$ cat src/rtl/reset_sequencer.sv
// Reset sequencer: waits for the video MMCM, MIG MMCM and DDR calibration
// locks, requires them to stay stable, then releases the global/peripheral
// reset first and the CPU reset PERIPH_DELAY cycles later.
// Optional feature: define RESET_SEQ_MIG_RETRY_EN to add a lock-wait timeout
// that pulses mig_sys_rst and counts retries (saturating at 15).
module reset_sequencer #(
  parameter int unsigned SYNC_STAGES    = 2,
  parameter int unsigned STABLE_CYCLES  = 1024,
  parameter int unsigned PERIPH_DELAY   = 16,
  parameter int unsigned TIMEOUT_CYCLES = 2**20,
  parameter int unsigned RETRY_PULSE    = 8
) (
  input  logic       clk,
  input  logic       reset,
  input  logic       video_mode_locked,
  input  logic       mig_mmcm_locked,
  input  logic       mig_init_calib_complete,
  output logic       hard_resetn,
  output logic       periph_reset,
  output logic       cpu_resetn,
  output logic       mig_sys_rst,
  output logic [2:0] seq_state,
  output logic [3:0] retry_count
);

  localparam int unsigned ST_W = $clog2(STABLE_CYCLES + 1);
  localparam int unsigned PD_W = $clog2(PERIPH_DELAY + 1);

  localparam logic [2:0] S_RESET      = 3'd0;
  localparam logic [2:0] S_WAIT_LOCK  = 3'd1;
  localparam logic [2:0] S_STABLE     = 3'd2;
  localparam logic [2:0] S_REL_PERIPH = 3'd3;
  localparam logic [2:0] S_RUN        = 3'd4;
`ifdef RESET_SEQ_MIG_RETRY_EN
  localparam logic [2:0] S_RETRY      = 3'd5;
  localparam int unsigned TO_W = $clog2(TIMEOUT_CYCLES + 1);
  localparam int unsigned RP_W = $clog2(RETRY_PULSE + 1);
`endif

  logic [SYNC_STAGES-1:0] sync_video;
  logic [SYNC_STAGES-1:0] sync_mmcm;
  logic [SYNC_STAGES-1:0] sync_calib;
  logic                   all_locked_s;

  logic [2:0]      state;
  logic [2:0]      state_nxt;
  logic [ST_W-1:0] stab_cnt;
  logic [ST_W-1:0] stab_nxt;
  logic [PD_W-1:0] per_cnt;
  logic [PD_W-1:0] per_nxt;

`ifdef RESET_SEQ_MIG_RETRY_EN
  logic [TO_W-1:0] to_cnt;
  logic [TO_W-1:0] to_nxt;
  logic [RP_W-1:0] pulse_cnt;
  logic [RP_W-1:0] pulse_nxt;
  logic [3:0]      retry_nxt;
  logic            to_hit;

  assign to_hit = (to_cnt == TO_W'(TIMEOUT_CYCLES - 1));
`endif

  assign all_locked_s = sync_video[SYNC_STAGES-1] & sync_mmcm[SYNC_STAGES-1]
                      & sync_calib[SYNC_STAGES-1];
  assign seq_state    = state;

  // Per-input multi-flop synchronizers for the asynchronous lock signals
  always_ff @(posedge clk) begin
    if (reset) begin
      sync_video <= '0;
      sync_mmcm  <= '0;
      sync_calib <= '0;
    end else begin
      sync_video <= {sync_video[SYNC_STAGES-2:0], video_mode_locked};
      sync_mmcm  <= {sync_mmcm[SYNC_STAGES-2:0], mig_mmcm_locked};
      sync_calib <= {sync_calib[SYNC_STAGES-2:0], mig_init_calib_complete};
    end
  end

  // Next-state and counter logic; timeout overrides any same-cycle progress
  always_comb begin
    state_nxt = state;
    stab_nxt  = stab_cnt;
    per_nxt   = per_cnt;
`ifdef RESET_SEQ_MIG_RETRY_EN
    to_nxt    = to_cnt;
    pulse_nxt = pulse_cnt;
    retry_nxt = retry_count;
`endif
    case (state)
      S_RESET: state_nxt = S_WAIT_LOCK;
      S_WAIT_LOCK: begin
        if (all_locked_s) begin
          state_nxt = S_STABLE;
          stab_nxt  = '0;
        end
      end
      S_STABLE: begin
        if (!all_locked_s) begin
          state_nxt = S_WAIT_LOCK;
        end else if (stab_cnt == ST_W'(STABLE_CYCLES - 1)) begin
          state_nxt = S_REL_PERIPH;
          per_nxt   = '0;
        end else begin
          stab_nxt = stab_cnt + ST_W'(1);
        end
      end
      S_REL_PERIPH: begin
        if (!all_locked_s) begin
          state_nxt = S_WAIT_LOCK;
        end else if (per_cnt == PD_W'(PERIPH_DELAY - 1)) begin
          state_nxt = S_RUN;
        end else begin
          per_nxt = per_cnt + PD_W'(1);
        end
      end
      S_RUN: begin
        if (!all_locked_s) state_nxt = S_WAIT_LOCK;
      end
`ifdef RESET_SEQ_MIG_RETRY_EN
      S_RETRY: begin
        if (pulse_cnt == RP_W'(RETRY_PULSE - 1)) begin
          state_nxt = S_WAIT_LOCK;
        end else begin
          pulse_nxt = pulse_cnt + RP_W'(1);
        end
      end
`endif
      default: state_nxt = S_RESET;
    endcase
`ifdef RESET_SEQ_MIG_RETRY_EN
    // Lock-wait timeout runs across WAIT_LOCK and STABLE
    if ((state == S_WAIT_LOCK) || (state == S_STABLE)) begin
      if (to_hit) begin
        state_nxt = S_RETRY;
        stab_nxt  = stab_cnt;
        pulse_nxt = '0;
        retry_nxt = (retry_count == 4'hF) ? 4'hF : retry_count + 4'd1;
      end else begin
        to_nxt = to_cnt + TO_W'(1);
      end
    end
    // Fresh timeout window on entry to WAIT_LOCK from outside the wait loop
    if ((state_nxt == S_WAIT_LOCK) && (state != S_WAIT_LOCK) && (state != S_STABLE)) begin
      to_nxt = '0;
    end
`endif
  end

  // State, counter and registered output update
  always_ff @(posedge clk) begin
    if (reset) begin
      state        <= S_RESET;
      stab_cnt     <= '0;
      per_cnt      <= '0;
      hard_resetn  <= 1'b0;
      periph_reset <= 1'b1;
      cpu_resetn   <= 1'b0;
    end else begin
      state        <= state_nxt;
      stab_cnt     <= stab_nxt;
      per_cnt      <= per_nxt;
      hard_resetn  <= (state_nxt == S_REL_PERIPH) || (state_nxt == S_RUN);
      periph_reset <= !((state_nxt == S_REL_PERIPH) || (state_nxt == S_RUN));
      cpu_resetn   <= (state_nxt == S_RUN);
    end
  end

`ifdef RESET_SEQ_MIG_RETRY_EN
  // Retry machinery: timeout, pulse width, retry count and MIG reset pulse
  always_ff @(posedge clk) begin
    if (reset) begin
      to_cnt      <= '0;
      pulse_cnt   <= '0;
      retry_count <= 4'd0;
      mig_sys_rst <= 1'b0;
    end else begin
      to_cnt      <= to_nxt;
      pulse_cnt   <= pulse_nxt;
      retry_count <= retry_nxt;
      mig_sys_rst <= (state_nxt == S_RETRY);
    end
  end
`else
  assign mig_sys_rst = 1'b0;
  assign retry_count = 4'd0;
`endif

endmodule

$ cat config.mk
export PLATFORM = sky130hd
export DESIGN_NAME = reset_sequencer
export DESIGN_NICKNAME = d
export VERILOG_FILES = /design/src/rtl/reset_sequencer.sv
export SDC_FILE = /design/constraint.sdc
export NUM_CORES = 1
export LEC_CHECK = 0
export BUFFER_PORTS_ARGS = -buffer_cell sky130_fd_sc_hd__buf_2
export CORE_ASPECT_RATIO = 2
export CORE_UTILIZATION = 38
export CTS_CLUSTER_DIAMETER = 50
export DETAILED_ROUTE_END_ITERATION = 7
export PLACE_DENSITY = 0.56
export SKIP_LAST_GASP = 1
export SLEW_MARGIN = 10
export SYNTH_ARGS = -nofsm -noshare
export SYNTH_HDL_FRONTEND = slang
export SYNTH_SLANG_ARGS = --single-unit
$ cat constraint.sdc
create_clock -name clk -period 2.7 [get_ports clk]
set_input_delay 0.54 -clock clk [delete_from_list [all_inputs] [get_ports clk]]
set_output_delay 0.54 -clock clk [all_outputs]
set_load 0.05 [all_outputs]
==> reports/metrics.csv, run 1 <==
metric,value,unit
number of synthesized flops with an enable pin,0,
cell area after synthesis,1320,um^2
full die area,3720,um^2
CTS tree,done,
clock group share of total power,35.4,%
sequential area share after synthesis,42.5,%
layout cells sized above 1,16.0,%
M3 GR Usage,1.91,%
post-route clock period utilization,71.5,%
Worst EP arrival,2080,ps
top-area cell type share of the netlist area,42.5,%
CTS H-Tree Depth,1,
synth warn,0,
first-pass GRT wire length,4.37,mm
Required @ worst endpoint,2850,ps
initial antenna violation count,0,
synthesis-to-finish area growth,8.06,%
DRC violation count after routing,0,
GR Overflow Total,0,
Die Ht,85.3,um
num rows,29,
Post-CTS Setup Bufs,0,
chip width,43.7,um
average instance area after synthesis,9.42,um^2
sw power,0.000159,W
DR iter-0 viols,23,
Layout Nets,159,
"Distinct cells, synth",40,
CP Max Fanout,6,
vias,992,
# setup viols final,0,
setup TNS,0,ps
critical path type,flop to flop,
net switching share of the total power,22.2,%
cell-internal power,0.000558,W
Worst-Skew Late Latency,270,ps
Flop pwr share,58.8,%
crit end category,flop,
post-synthesis register bit count,28,
"Reg clk slew, reported paths",100,ps
most area-consuming cells after synthesis,"dfxtp_1 43%, nor2b_1 4.3%, a21oi_1 4.2%",
Synth Flop Type,dfxtp_1,
post-synth top area cell,dfxtp_1,
DRT antenna net count,0,
most frequent cells in the layout,"28 x dfxtp_1, 14 x nor2_1, 11 x a21oi_1",
fill count,317,
number of max-cap violations,0,
Post-Syn Instances,140,
diodes inserted,0,
vias in the first global route,1007,
Via density,5.48,
status,"complete, no violations",
power per cell area,503,nW/um^2
GPL Wtd Cong,0.801,
Layout Cells excl Fill,181,
worst-margin pin slew,497,ps
Max Root-Sink Buffers,2,
CTS Hold Bufs,0,
ys async rst share,0,%
port bufs,10,
min-delay worst type,flop to flop,
M2 GR Usage,28.2,%
pin count of the biggest net entering global routing,16,
Resize count post-CTS,0,
Routed WL,2.53,mm
Avg WL per Cell,14.0,um
clk_skew,9.13,ps
M1 GR Usage,16.3,%
"commonest non-fill, non-tap cell in the layout",dfxtp_1,
startpoint types,flop,
RSZ-0062 raised after global routing,no,
io pins,16,
HPWL after detailed placement,1.92,mm
Core Area,3230,um^2
Peak Freq,518,MHz
worst vdd ir,0.282,mV
Pleak,0.561,nW
fin crit period,1930,ps
dpl cells,177,
Initial Util,40.8,%
Pre-Repair DR Iteration Count,4,
final hold vios,0,
gr usage total,15.2,%
Comb pwr share,5.8,%
CTS sink count,28,
slew margin rel.,66.6,%
Max Slew Vio Count,0,
most used routing layer,met2,
Root Driver,clkbuf_8,
CTS buffer count,3,
per-stage QoR:
step / util, % / power [W] / instance area (um^2) / hold WS, ps / worst slack (ps)
2_1_floorplan: - / 0.000471 / 1330 / 414 / 721
3_3_place_gp: 42.4 / 0.000472 / 1370 / 426 / 832
3_5_place_dp: 42.4 / 0.000473 / 1370 / 424 / 755
4_1_cts: 44.1 / 0.000726 / 1430 / 446 / 741
5_1_grt: 44.1 / 0.000750 / 1430 / 461 / 577
6_report: 44.1 / 0.000717 / 1430 / 441 / 769
critical path: stages (launching register included):
cell and delay, ps:
dfxtp_1 370, ha_1 240, and3_1 200, ha_1 240, and3_1 210, nor4_1 440, a21oi_1 120
cells by family after synthesis:
group | after synthesis | share of synthesized area, %
AND/OR/NAND/NOR | 55 | 23.6
AO/OA/AOI/OAI | 34 | 20.5
flip-flops | 28 | 42.5
buffers and inverters | 11 | 4.84
XOR/XNOR | 7 | 4.65
adder cells (fa/ha/maj) | 3 | 2.85
other | 1 | 0.284
multiplexers | 1 | 0.759
metal layers:
| metal | vias up | wire (um) |
|---|---|---|
| met5 | - | 0 |
| met4 | 0 | 25 |
| met3 | 2 | 51 |
| met2 | 16 | 1420 |
| met1 | 460 | 1030 |
| li1 | 514 | - |
final cells by class:
class                           count  area [um^2]  share of cell area [%]
Multi-Input combinational cell    105          709                    49.8
Sequential cell                    28          561                    39.3
Clock buffer                        4         55.1                    3.86
Timing Repair Buffer               10         50.0                    3.51
Tap cell                           31         38.8                    2.72
Inverter                            3         11.3                   0.790
Yosys cell counts, types with 2 or more instances:
| library cell | number |
|---|---|
| dfxtp_1 | 28 |
| nor2_1 | 14 |
| a21oi_1 | 11 |
| nand2_1 | 10 |
| nor2b_1 | 9 |
| buf_4 | 6 |
| o21ai_1 | 5 |
| xnor2_1 | 5 |
| nand4_1 | 4 |
| nor3_1 | 4 |
| and3_1 | 3 |
| ha_1 | 3 |
| inv_1 | 3 |
| a21o_1 | 2 |
| a311oi_1 | 2 |
| clkbuf_1 | 2 |
| nor4_1 | 2 |
| o21ai_0 | 2 |
| o21ai_2 | 2 |
| or3_1 | 2 |
| xor2_1 | 2 |
worst paths after layout:
kind	start	to	slack (ps)	depth (start not counted)
worst max register to register	per_cnt[0]$_SDFFE_PP0P_	periph_reset$_SDFF_PP1_	770	6
worst min-delay path	sync_video[0]$_SDFF_PP0_	sync_video[1]$_SDFF_PP0_	440	1
worst min register to register	sync_video[0]$_SDFF_PP0_	sync_video[1]$_SDFF_PP0_	440	1
worst max-delay path	per_cnt[0]$_SDFFE_PP0P_	periph_reset$_SDFF_PP1_	770	6
state kept, by name (all words and copies together), names as in the netlist:
signal,flops
hard_resetn,1
sync_calib,2
per_cnt,5
stab_cnt,11
sync_video,2
cpu_resetn,1
periph_reset,1
seq_state,3
sync_mmcm,2
power groups by stage:
stage / logic [W] / clock network, W / registers [W]
global route: 0.0000446 / 0.000282 / 0.000423
global placement: 0.0000410 / 0 / 0.000431
finish: 0.0000414 / 0.000254 / 0.000422
detailed placement: 0.0000412 / 0 / 0.000432
floorplan: 0.0000370 / 0 / 0.000434
CTS: 0.0000413 / 0.000263 / 0.000422
(Power assumes the default switching activity.)
==> inputs of run 2 (changes only) <==
--- a/config.mk
+++ b/config.mk
@@ -10,7 +10,7 @@
 export CORE_UTILIZATION = 38
 export CTS_CLUSTER_DIAMETER = 50
 export DETAILED_ROUTE_END_ITERATION = 7
-export PLACE_DENSITY = 0.56
+export PLACE_DENSITY = 0.58
 export SKIP_LAST_GASP = 1
 export SLEW_MARGIN = 10
 export SYNTH_ARGS = -nofsm -noshare
==> constraint.sdc (replaced) <==
create_clock -name clk -period 1.6 [get_ports clk]
set_input_delay 0.32 -clock clk [delete_from_list [all_inputs] [get_ports clk]]
set_output_delay 0.32 -clock clk [all_outputs]
set_load 0.05 [all_outputs]
==> run 2 against run 1 <==
Net effect:
- sequential power grew 68%
- non-clock buffer count up 29
- clock power is 120% higher
- worst hold slack got worse by 190 ps
- global-route usage is 1.7 points higher
- utilization up 11 points
- critical endpoint is now stab_cnt[6]$_SDFFE_PP0P_
- largest power group unchanged
==> reports/metrics.csv, run 2 (synthesis gave the netlist of run 1 again) <==
metric,value,unit,change
status,"complete, no violations",,
"commonest non-fill, non-tap cell in the layout",buf_4,,
layout cells sized above 1,41.9,%,+26 points
Avg WL per Cell,14.2,um,+1.5%
reg2reg start,seq_state[0]$_SDFF_PP0_,,
hold endpoint,sync_mmcm[0]$_SDFF_PP0_,,
full die area,3720,um^2,unchanged
fill count,285,,-10%
pin count of the biggest net entering global routing,17,,+1
DRC violation count after routing,0,,unchanged
GPL Wtd Cong,0.824,,+2.9%
GR Overflow Total,0,,unchanged
chip width,43.7,um,unchanged
Layout Cells excl Fill,210,,+16%
diodes inserted,0,,unchanged
RSZ-0062 raised after global routing,yes,,
CTS buffer count,3,,unchanged
setup ws final,52.6,ps,-716 ps
synthesis-to-finish area growth,34.9,%,
critical path type,flop to flop,,
Peak Freq,646,MHz,+25%
post-route clock period utilization,96.7,%,+25 points
R2R depth,6,,unchanged
gr usage total,16.9,%,+1.7 points
DR iter-0 viols,25,,+8.7%
Util after Layout,55.1,%,+11 points
Worst-Skew Late Latency,270,ps,about the same
fin crit period,1550,ps,-384 ps
min-delay worst type,input pin to flop,,
dpl cells,202,,+14%
Pre-Repair DR Iteration Count,4,,unchanged
final hold vios,0,,unchanged
DRT antenna net count,0,,unchanged
startpoint types,flop,,
CTS H-Tree Depth,1,,unchanged
number of max-cap violations,0,,unchanged
CP Launch Point,seq_state[0]$_SDFF_PP0_,,
crit end category,flop,,
Via density,5.47,,-0.17%
Initial Util,40.8,%,unchanged
first-pass GRT wire length,4.95,mm,+13%
CTS sink count,28,,unchanged
Routed WL,2.98,mm,+18%
Core Area,3230,um^2,unchanged
Largest Register,stab_cnt,,
Pleak,0.720,nW,+28%
Layout Nets,188,,+18%
worst vdd ir,0.587,mV,+110%
Hold Slack,254,ps,-187 ps
Reg2Reg Setup Slack,50,ps,-720 ps
Root Driver,clkbuf_8,,
vias,1149,,+16%
worst reg2reg endpoint,stab_cnt[6]$_SDFFE_PP0P_,,
Required @ worst endpoint,1770,ps,-1080 ps
vias in the first global route,1172,,+16%
Die Ht,85.3,um,unchanged
num rows,29,,unchanged
"Reg clk slew, reported paths",100,ps,about the same
DP Worst Slack,-82.3,ps,-838 ps
Worst EP arrival,1720,ps,-360 ps
max reg flops,11,,unchanged
clk_skew,2.88,ps,-6.26 ps
CTS tree,done,,
Max Slew Vio Count,0,,unchanged
"Power, Total",0.00135,W,+88%
io pins,16,,unchanged
worst hold start,mig_mmcm_locked,,
Max Root-Sink Buffers,2,,unchanged
WHS Path Cells,2,,+1
most frequent cells in the layout,"29 x buf_4, 21 x dfxtp_1, 14 x nor2_1",,
HPWL after detailed placement,2.20,mm,+15%
CP Max Fanout,4,,-2
power per cell area,757,nW/um^2,+50%
initial antenna violation count,0,,unchanged
port bufs,10,,unchanged
# setup viols final,0,,unchanged
run 2: per-layer routing:
| layer | track usage, % | part of all wire (%) |
|---|---|---|
| met5 | 0 | 0 |
| met3 | 1.91 | 1.3 |
| met4 | 5.11 | 0.81 |
| met2 | 33.5 | 61 |
| met1 | 17.0 | 37 |
run 2: worst max path at each step:
stage                                           to  slack (ps)  cells past startpoint
after floorplan           stab_cnt[8]$_SDFFE_PP0P_        -100                      5
after global placement     periph_reset$_SDFF_PP1_         -70                      7
after detailed placement   periph_reset$_SDFF_PP1_         -80                      7
after CTS                 stab_cnt[1]$_SDFFE_PP0P_          10                      7
after global routing      stab_cnt[6]$_SDFFE_PP0P_         -20                      6
final                     stab_cnt[6]$_SDFFE_PP0P_          50                      6
run 2: power by group:
part | internal (W) | leakage [nW] | total (W) | switching (W)
clock network | 0.000335 | 0.0357 | 0.000555 | 0.000220
logic | 0.0000236 | 0.454 | 0.0000837 | 0.0000600
registers | 0.000702 | 0.231 | 0.000708 | 0.00000596
total | 0.00106 | 0.720 | 0.00135 | 0.000286
run 2: through the flow:
stage	instance area, um^2	TNS [ps]
detailed placement	1570	-230
finish	1780	0
CTS	1670	0
floorplan	1340	-188
global placement	1570	-137
global route	1780	-43.8
run 2: worst max-delay path: stages (launching register included):
cell	delay [ps]
dfxtp_4	360
and2b_2	260
o21ai_2	80
a2111oi_4	390
buf_4	200
xnor2_2	100
nor2_1	50
run 2: area by class of cell:
cell class	count	area [um^2]	area share (%)
Multi-Input combinational cell	105	816	45.9
Sequential cell	28	574	32.3
Timing Repair Buffer	39	268	15.0
Clock buffer	3	41.3	2.32
Tap cell	31	38.8	2.18
Clock inverter	1	30.0	1.69
Inverter	3	11.3	0.633
run 2: repair_timing:
action,in CTS,in global routing
hold buffers,0,0
setup endpoints to repair,9,18
buffers inserted,0,4
resized for setup,6,18
pin swaps,1,8
